===== src/rtl/tx_pcs_encoder.sv =====
// ---------------------------------------------------------------------------
// tx_pcs_encoder
//
// Sits between tx_mac and the scrambler/gearbox in the 10G transmit path.
// Pairs consecutive 32-bit XGMII words into one 64-bit XGMII block and
// encodes it as a 64b/66b block (2-bit sync header + 64-bit payload).
// Only a completing (high) half is ever stalled, so upstream sees
// backpressure only when a block is ready to form and the output register
// is still occupied.
//
// Ports
//   tx_clk              : clock for the whole block
//   tx_rst              : synchronous, active-high reset
//   in_xgmii_data       : XGMII word, lane i = bits 8i+7:8i
//   in_xgmii_ctl        : per-lane control flags, bit i qualifies lane i
//   in_xgmii_valid      : word valid
//   out_xgmii_pcs_ready : ready back to tx_mac
//   out_pcs_header      : sync header, 2'b01 data / 2'b10 control
//   out_pcs_data        : encoded payload, block type in bits 7:0 if control
//   out_pcs_valid       : encoded block valid
//   in_pcs_ready        : downstream accept
//   out_err_count       : saturating count of error blocks emitted
//
// Half-word state machine
//   state   | meaning
//   ST_LOW  | next transferred word becomes lanes 0-3
//   ST_HIGH | lanes 0-3 buffered; next transferred word completes the block
// ---------------------------------------------------------------------------
module tx_pcs_encoder #(
    parameter int XGMII_DATA_WIDTH = 32,
    parameter int XGMII_DATA_BYTES = 4,
    parameter int ERR_CNT_WIDTH    = 16
) (
    input  logic                        tx_clk,
    input  logic                        tx_rst,
    input  logic [XGMII_DATA_WIDTH-1:0] in_xgmii_data,
    input  logic [XGMII_DATA_BYTES-1:0] in_xgmii_ctl,
    input  logic                        in_xgmii_valid,
    output logic                        out_xgmii_pcs_ready,
    output logic [1:0]                  out_pcs_header,
    output logic [63:0]                 out_pcs_data,
    output logic                        out_pcs_valid,
    input  logic                        in_pcs_ready,
    output logic [ERR_CNT_WIDTH-1:0]    out_err_count
);

    localparam logic [1:0] SH_DATA    = 2'b01;
    localparam logic [1:0] SH_CTRL    = 2'b10;
    localparam logic [7:0] CH_IDLE    = 8'h07;
    localparam logic [7:0] CH_START   = 8'hFB;
    localparam logic [7:0] CH_TERM    = 8'hFD;
    localparam logic [7:0] CH_ERROR   = 8'hFE;
    localparam logic [7:0] BT_CTRL    = 8'h1E;
    localparam logic [7:0] BT_START   = 8'h78;
    localparam logic [6:0] CODE_IDLE  = 7'h00;
    localparam logic [6:0] CODE_ERROR = 7'h1E;

    typedef enum logic {
        ST_LOW  = 1'b0,
        ST_HIGH = 1'b1
    } state_t;

    state_t r_state;
    state_t w_state_nxt;

    logic [XGMII_DATA_WIDTH-1:0] r_low_data;
    logic [XGMII_DATA_BYTES-1:0] r_low_ctl;

    logic                     r_out_valid;
    logic [1:0]               r_out_header;
    logic [63:0]              r_out_data;
    logic [ERR_CNT_WIDTH-1:0] r_err_count;

    logic        w_ready;
    logic        w_xfer;
    logic        w_complete;
    logic [63:0] w_blk_data;
    logic [7:0]  w_blk_ctl;
    logic        w_all_ctl;
    logic        w_term_hit;
    logic [2:0]  w_term_k;
    logic [1:0]  w_enc_header;
    logic [63:0] w_enc_data;
    logic        w_enc_err;

    function automatic logic [7:0] term_type(input logic [2:0] k);
        logic [7:0] t;
        case (k)
            3'd0:    t = 8'h87;
            3'd1:    t = 8'h99;
            3'd2:    t = 8'hAA;
            3'd3:    t = 8'hB4;
            3'd4:    t = 8'hCC;
            3'd5:    t = 8'hD2;
            3'd6:    t = 8'hE1;
            default: t = 8'hFF;
        endcase
        return t;
    endfunction

    // True when every lane above k carries idle.
    function automatic logic idle_above(input logic [63:0] d, input int k);
        logic ok;
        ok = 1'b1;
        for (int j = 0; j < 8; j++) begin
            if (j > k && d[8*j +: 8] != CH_IDLE) begin
                ok = 1'b0;
            end
        end
        return ok;
    endfunction

    // A low half is always accepted; a completing half needs the output
    // register empty or draining this cycle.
    assign w_ready    = !((r_state == ST_HIGH) && r_out_valid && !in_pcs_ready);
    assign w_xfer     = in_xgmii_valid && w_ready;
    assign w_complete = w_xfer && (r_state == ST_HIGH);

    assign w_blk_data = {in_xgmii_data, r_low_data};
    assign w_blk_ctl  = {in_xgmii_ctl, r_low_ctl};

    always_ff @(posedge tx_clk) begin
        if (tx_rst) begin
            r_state <= ST_LOW;
        end else begin
            r_state <= w_state_nxt;
        end
    end

    always_comb begin
        w_state_nxt = r_state;
        case (r_state)
            ST_LOW:  if (w_xfer) w_state_nxt = ST_HIGH;
            ST_HIGH: if (w_xfer) w_state_nxt = ST_LOW;
            default: w_state_nxt = ST_LOW;
        endcase
    end

    always_ff @(posedge tx_clk) begin
        if (tx_rst) begin
            r_low_data <= '0;
            r_low_ctl  <= '0;
        end else if (w_xfer && r_state == ST_LOW) begin
            r_low_data <= in_xgmii_data;
            r_low_ctl  <= in_xgmii_ctl;
        end
    end

    always_comb begin
        w_all_ctl = 1'b1;
        for (int i = 0; i < 8; i++) begin
            if (w_blk_data[8*i +: 8] != CH_IDLE && w_blk_data[8*i +: 8] != CH_ERROR) begin
                w_all_ctl = 1'b0;
            end
        end
    end

    // Terminate in lane k: ctl clear below k, set from k upward, /T/ in
    // lane k, idles after it. At most one k can satisfy the ctl pattern.
    always_comb begin
        w_term_hit = 1'b0;
        w_term_k   = 3'd0;
        for (int k = 0; k < 8; k++) begin
            if (w_blk_ctl == (8'hFF << k) && w_blk_data[8*k +: 8] == CH_TERM &&
                idle_above(w_blk_data, k)) begin
                w_term_hit = 1'b1;
                w_term_k   = 3'(k);
            end
        end
    end

    always_comb begin
        w_enc_header = SH_CTRL;
        w_enc_data   = '0;
        w_enc_err    = 1'b0;
        if (w_blk_ctl == 8'h00) begin
            w_enc_header = SH_DATA;
            w_enc_data   = w_blk_data;
        end else if (w_blk_ctl == 8'hFF && w_all_ctl) begin
            w_enc_data[7:0] = BT_CTRL;
            for (int i = 0; i < 8; i++) begin
                w_enc_data[8+7*i +: 7] = (w_blk_data[8*i +: 8] == CH_ERROR) ? CODE_ERROR : CODE_IDLE;
            end
        end else if (w_blk_ctl == 8'h01 && w_blk_data[7:0] == CH_START) begin
            w_enc_data = {w_blk_data[63:8], BT_START};
        end else if (w_term_hit) begin
            w_enc_data[7:0] = term_type(w_term_k);
            for (int i = 0; i < 7; i++) begin
                if (i < int'(w_term_k)) begin
                    w_enc_data[8+8*i +: 8] = w_blk_data[8*i +: 8];
                end
            end
        end else begin
            w_enc_err       = 1'b1;
            w_enc_data[7:0] = BT_CTRL;
            for (int i = 0; i < 8; i++) begin
                w_enc_data[8+7*i +: 7] = CODE_ERROR;
            end
        end
    end

    // A completing half may land in the same cycle the previous block
    // drains, so the load branch takes priority over the clear.
    always_ff @(posedge tx_clk) begin
        if (tx_rst) begin
            r_out_valid  <= 1'b0;
            r_out_header <= '0;
            r_out_data   <= '0;
            r_err_count  <= '0;
        end else if (w_complete) begin
            r_out_valid  <= 1'b1;
            r_out_header <= w_enc_header;
            r_out_data   <= w_enc_data;
            if (w_enc_err && r_err_count != '1) begin
                r_err_count <= r_err_count + 1'b1;
            end
        end else if (r_out_valid && in_pcs_ready) begin
            r_out_valid <= 1'b0;
        end
    end

    assign out_xgmii_pcs_ready = w_ready;
    assign out_pcs_valid       = r_out_valid;
    assign out_pcs_header      = r_out_header;
    assign out_pcs_data        = r_out_data;
    assign out_err_count       = r_err_count;

endmodule


===== config.mk =====
export PLATFORM = sky130hd
export DESIGN_NAME = tx_pcs_encoder
export DESIGN_NICKNAME = d
export VERILOG_FILES = /design/src/rtl/tx_pcs_encoder.sv
export SDC_FILE = /design/constraint.sdc
export NUM_CORES = 1
export LEC_CHECK = 0
export CAP_MARGIN = 20
export CORE_UTILIZATION = 57
export DETAILED_ROUTE_END_ITERATION = 16
export PLACE_DENSITY_LB_ADDON = 0.05
export SLEW_MARGIN = 10
export SYNTH_ARGS = -nofsm -noshare
export SYNTH_HDL_FRONTEND = slang
export SYNTH_SLANG_ARGS = --single-unit

===== constraint.sdc =====
create_clock -name tx_clk -period 5.7 [get_ports tx_clk]
set_input_delay 1.14 -clock tx_clk [delete_from_list [all_inputs] [get_ports tx_clk]]
set_output_delay 1.14 -clock tx_clk [all_outputs]
set_load 0.1 [all_outputs]

==> results of run 1 <==
[report_power, final]
part	switching [mW]	total, mW	internal, mW	leakage [nW]
clock network	0.386	1.09	0.703	0.293
registers	0.0722	0.969	0.896	0.982
logic	0.449	0.613	0.164	1.82
[area by class of cell]
type / count / share of cell area
multi-input cells: 654 / 0.463
flip-flops and latches: 120 / 0.281
repair buffers: 138 / 0.160
clock buffers: 22 / 0.0543
well taps: 143 / 0.0209
clock inverters: 9 / 0.0145
inverters: 14 / 0.00615
diodes: 1 / 0.000293
[registers in the layout, indices dropped and copies added, names as in the netlist]
signal          flops
out_err_count      16
out_pcs_data       64
out_pcs_header      2
out_pcs_valid       1
r_low_ctl           4
r_low_data         32
r_state             1
[how the worst min path moves through the flow]
stage	startpoint	to	slack (ps)	depth (start not counted)
4_1_cts	out_pcs_data[1]$_SDFFE_PP0P_	out_pcs_data[1]$_SDFFE_PP0P_	460	2
3_3_place_gp	out_pcs_data[10]$_SDFFE_PP0P_	out_pcs_data[10]$_SDFFE_PP0P_	440	2
5_1_grt	out_pcs_data[47]$_SDFFE_PP0P_	out_pcs_data[47]$_SDFFE_PP0P_	490	2
3_5_place_dp	out_pcs_data[12]$_SDFFE_PP0P_	out_pcs_data[12]$_SDFFE_PP0P_	450	2
2_1_floorplan	r_low_data[6]$_SDFFE_PP0P_	out_pcs_data[6]$_SDFFE_PP0P_	490	2
6_report	out_pcs_data[1]$_SDFFE_PP0P_	out_pcs_data[1]$_SDFFE_PP0P_	460	2
[layout by cell type (no fill, tap or decap), types with 10 or more instances in the layout]
cell type and n:
clkbuf_16 17, buf_4 13, nand4_1 26, or3_1 14
nor4_1 19, inv_1 13, a31oi_1 19, o31ai_1 27
o221ai_1 14, o21ai_1 14, nor2_1 146, nor2b_1 12
and2_1 11, dfxtp_1 120, o21ai_0 22, nand2_1 67
mux2i_1 37, a221oi_1 10, nor3_1 34, nand3_1 11
clkdlybuf4s50_1 122, a21oi_1 56
[kinds of logic after synthesis]
group,synth area share
xor gates and xnor gates,0.00132
AOI/OAI and AO/OA,0.211
adders and majority gates,0.0113
muxes,0.0609
and+or+nand+nor,0.308
buffers and inverters,0.0462
DFF,0.362
[per-layer routing]
| metal | track usage | part of all wire |
|---|---|---|
| met5 | 0 | 0 |
| met4 | 0.252 | 0.051 |
| met3 | 0.145 | 0.13 |
| met2 | 0.690 | 0.45 |
| met1 | 0.554 | 0.37 |
[metrics by stage]
step / instance area, um2 / instances / setup slack, ps / util
2_1_floorplan: 6640 / 840 / 1680 / -
3_3_place_gp: 7920 / 1066 / 1080 / 0.696
3_5_place_dp: 7920 / 1066 / 866 / 0.696
4_1_cts: 8510 / 1097 / 1310 / 0.748
5_1_grt: 8540 / 1101 / 976 / 0.751
6_report: 8540 / 1101 / 1160 / 0.751
[critical path: stages]
cell	delay (ps)
clkdlybuf4s50_1	710
or4b_4	560
nor4_2	480
and3_1	250
nand2_1	120
nand2_1	150
inv_1	80
ha_1	340
inv_1	270
o21ai_0	160
a2111oi_0	490
nor3_1	80
==> impl_metrics.json, run 1 <==
{
  "ys_seq_area_frac": 0.362,
  "yosys.area.top_type": "dfxtp_1",
  "ir_drop_uv": 270,
  "yosys_register_bits": 120,
  "gp_congestion": 1.03,
  "multiInputGateArea_um2": 3950,
  "hold_path.class": "reg2reg",
  "place.port_buffers": 123,
  "crit_path_end": "out_pcs_data[3]$_SDFFE_PP0P_",
  "cp_max_fo": 10,
  "routed_wl_um": 26700,
  "synth.most_common_cell": "nor2_1",
  "ctsHoldBuffers": 0,
  "n_fill_cell": 828,
  "floorplan.initialDensity": 0.584,
  "crit_required_ps": 5990,
  "area_growth_pct": 28.6,
  "grt_pass1_vias": 7080,
  "arrival_ps": 4840,
  "num_rows": 39,
  "fmax_mhz": 220,
  "finalHoldWorstSlack_ps": 462,
  "vias_per_cell": 7.04,
  "synth_commonest_cells": "nor2_1, dfxtp_1, nand2_1",
  "maxCapViolCount": 0,
  "post_cts_resized": 0,
  "final_antenna_net_count": 0,
  "cts.htree.levels": 4,
  "clkTransAtPathRegs_ps": 60,
  "synth_warnings": 0,
  "hold_viol": 0,
  "finalCritPeriodShare": 0.797,
  "final.setup.tns_ps": 0,
  "io_pins": 124,
  "finalClockSkew_ps": 9.21,
  "status": "complete, no violations",
  "reg2reg_from": "r_low_ctl[0]$_SDFFE_PP0P_",
  "rsz0062_at_grt": "no",
  "drc": 0,
  "syn_area_um2": 6640,
  "drt_iter0_markers": 1063,
  "grt_remaining_overflow": 0,
  "async_flop_share": 0,
  "grt_pass1_wl_um": 39800,
  "vias": 7746,
  "die_h_um": 110,
  "postSynthCellCount": 840,
  "yosysTopAreaCellShare": 0.362,
  "cts.sinks": 120,
  "register_area_um2": 2400,
  "slew_violations": 0,
  "slew_headroom": 0.214,
  "critPathCaptureType": "register",
  "setup_viol": 0,
  "grt_usage": 0.450,
  "insertion_delay_ps": 430,
  "synth_cell_types": 72,
  "netlist_top_cells_area": "dfxtp_1, nor2_1, mux2i_1",
  "fp.coreArea_um2": 11400,
  "rr_worst_depth": 11,
  "rrSetupSlack_ps": 2050,
  "min_period_ps": 4540,
  "worstSetupStartpointType": "input port",
  "leakage_nw": 3.10,
  "hpwl_um": 18400,
  "crit_type": "in2reg",
  "drive_gt1_frac": 0.0658,
  "cts_tree": "yes",
  "yosys_most_used_dff": "dfxtp_1",
  "grt_max_degree": 77,
  "die_x_um": 110,
  "cts_buffers": 17,
  "cp-startpoint": "in_xgmii_data[0]",
  "dieArea_um2": 12100,
  "synth_area_per_cell_um2": 7.90,
  "pwr_density_cell_nw_per_um2": 313,
  "synth_edf_count": 0,
  "ctsLongestPathBuffers": 2,
  "fin_total_pwr_mw": 2.67,
  "worstMarginPinSlew_ps": 1170,
  "r2r_end": "out_pcs_data[3]$_SDFFE_PP0P_",
  "routedWlPerCell_um": 24.3,
  "cts_root_buf": "clkbuf_16",
  "final_nets": 991,
  "synth_nets": 886,
  "firstDrtPassIters": 5,
  "antenna_found_initial": 1,
  "postCtsSetupBuffers": 0
}
No activity file was read; power rests on OpenSTA's default activity.
==> inputs of run 2 (changes only) <==
- CORE_UTILIZATION: 57 -> 53
- clock period: 5.7 -> 4.2 ns (I/O delays scaled with it)
==> run 2 against run 1 <==
Global-route usage fell by 2.8 points; first-iteration DRC count rose by 14%; clock skew rose by 0.89 ps; sequential share of layout area fell by 0.70 points; utilization fell by 2.8 points; setup slack got worse by 690 ps; non-clock buffer count rose by 30; clock power rose by 30%; via count rose by 0.27%; routed wire length rose by 1.7%; final cell count rose by 5.0%; register-to-register slack got worse by 1100 ps; largest power group unchanged; highest routed layer unchanged.
==> impl_metrics.json, run 2 (synthesized netlist as in run 1, its figures left out) <==
{
  "die_h_um": 114,
  "cp-startpoint": "in_xgmii_data[6]",
  "slew_violations": 0,
  "slew_headroom": 0.335,
  "crit_path_end": "out_err_count[13]$_SDFFE_PP0P_",
  "layout_commonest_cell": "nor2_1",
  "crit_buf_inv": 3,
  "cts_tree": "yes",
  "finalCritPeriodShare": 0.890,
  "cts.htree.levels": 4,
  "use_met3": 0.106,
  "floorplan.initialDensity": 0.548,
  "max_stage_delay_ps": 710,
  "place.port_buffers": 123,
  "maxCapViolCount": 0,
  "dp_cells": 1124,
  "routed_wl_um": 27200,
  "grt_pass1_vias": 7219,
  "die_x_um": 114,
  "r2r_end": "out_pcs_data[3]$_SDFFE_PP0P_",
  "grtUsageMet1": 0.550,
  "num_rows": 40,
  "hold_path.class": "reg2reg",
  "ctsLongestPathBuffers": 2,
  "path_depth": 10,
  "drc": 0,
  "setup_viol": 0,
  "vias_per_cell": 6.72,
  "ir_drop_uv": 342,
  "drive_gt1_frac": 0.0982,
  "rrSetupSlack_ps": 980,
  "grt_remaining_overflow": 0,
  "use_met2": 0.643,
  "cpLargestDelayFamily": "simple AND/OR/NAND/NOR gates",
  "dieArea_um2": 13000,
  "ctsHoldBuffers": 0,
  "instances_no_fill": 1156,
  "vias": 7767,
  "fp.coreArea_um2": 12100,
  "worstSetupStartpointType": "input port",
  "leakage_nw": 3.23,
  "reg2reg_from": "r_low_ctl[1]$_SDFFE_PP0P_",
  "post_cts_resized": 0,
  "cts_root_buf": "clkbuf_16",
  "drt_iter0_markers": 1208,
  "min_period_ps": 3740,
  "clkTransAtPathRegs_ps": 50,
  "postCtsSetupBuffers": 0,
  "final_util": 0.723,
  "crit_type": "in2reg",
  "largest_register_ffs": 64,
  "finalClockSkew_ps": 10.1,
  "n_antenna_cell": 0,
  "critPathCaptureType": "register",
  "cts.sinks": 120,
  "gr-max-usage-layer": "met2",
  "cp_max_fo": 16,
  "worstPathCellList": "clkdlybuf4s50_1 > nand4_1 > nor4_1 > buf_4 > and4_1 > a2111oi_1 > nand4bb_1 > buf_4 > nor4_1 > mux2_1",
  "grt_max_degree": 63,
  "crit_slowest_cell": "a2111oi_1",
  "layout_common_cells": "nor2_1, clkdlybuf4s50_1, dfxtp_1, nand2_1, a21oi_1",
  "cts_buffers": 17,
  "rsz0062_at_grt": "no",
  "gp_congestion": 1.08,
  "worstMarginPinSlew_ps": 994,
  "final.setup.tns_ps": 0,
  "io_pins": 124,
  "routedWlPerCell_um": 23.5,
  "antenna_found_initial": 0,
  "final_nets": 1021,
  "final_antenna_net_count": 0,
  "insertion_delay_ps": 420,
  "crit_required_ps": 4500,
  "hold_viol": 0,
  "hpwl_um": 19900,
  "grt_pass1_wl_um": 41100,
  "firstDrtPassIters": 7,
  "pwr_density_cell_nw_per_um2": 407,
  "fmax_mhz": 268,
  "arrival_ps": 4040,
  "status": "complete, no violations",
  "grt_usage": 0.422,
  "rr_worst_depth": 11,
  "area_growth_pct": 31.9
}
## run 2: through the flow
stage          cell area [um2]  total power, mW  worst slack [ps]  hold WS, ps
3_3_place_gp              8180             2.14               156          446
2_1_floorplan             6640             1.88               478          488
5_1_grt                   8760             3.65               305          496
3_5_place_dp              8180             2.15               145          448
6_report                  8760             3.57               463          459
4_1_cts                   8760             3.55               525          461
## run 2: worst min-delay path by stage
stage | start | to | slack (ps) | cells after the start
after CTS | out_pcs_data[40]$_SDFFE_PP0P_ | out_pcs_data[40]$_SDFFE_PP0P_ | 460 | 2
final | out_pcs_data[40]$_SDFFE_PP0P_ | out_pcs_data[40]$_SDFFE_PP0P_ | 460 | 2
after detailed placement | out_pcs_data[40]$_SDFFE_PP0P_ | out_pcs_data[40]$_SDFFE_PP0P_ | 450 | 2
after global routing | out_pcs_data[40]$_SDFFE_PP0P_ | out_pcs_data[40]$_SDFFE_PP0P_ | 500 | 2
after global placement | out_pcs_data[44]$_SDFFE_PP0P_ | out_pcs_data[44]$_SDFFE_PP0P_ | 450 | 2
after floorplan | r_low_data[6]$_SDFFE_PP0P_ | out_pcs_data[6]$_SDFFE_PP0P_ | 490 | 2
## run 2: worst reg2reg max path, stage by stage, from the launching register on
cell and delay (ps):
dfxtp_1 430, or4_1 610, nor4_1 290, buf_4 160, and4_1 290, a211o_1 190, inv_1 80, ha_1 310
inv_1 120, o21ai_0 80, a2111oi_0 430, nor3_1 80
## run 2: final cells by class
class	instances	area, um2
Clock buffer	22	484
Clock inverter	10	93.8
Fill cell	929	3350
Inverter	14	52.6
Multi-Input combinational cell	654	3950
Sequential cell	120	2400
Tap cell	168	210
Timing Repair Buffer	168	1560
## run 2: routing by layer
metal	vias up	share of wire	routed length [um]
met5	-	0	0
met4	0	0.048	1310
met3	117	0.11	3040
met2	605	0.44	12100
met1	3643	0.40	10800
li1	3402	-	-
## run 2: report_power, final
part / switching, mW / internal, mW / total (mW)
Clock: 0.539 / 0.876 / 1.42
Combinational: 0.613 / 0.229 / 0.842
Sequential: 0.0932 / 1.22 / 1.31
Total: 1.25 / 2.32 / 3.57
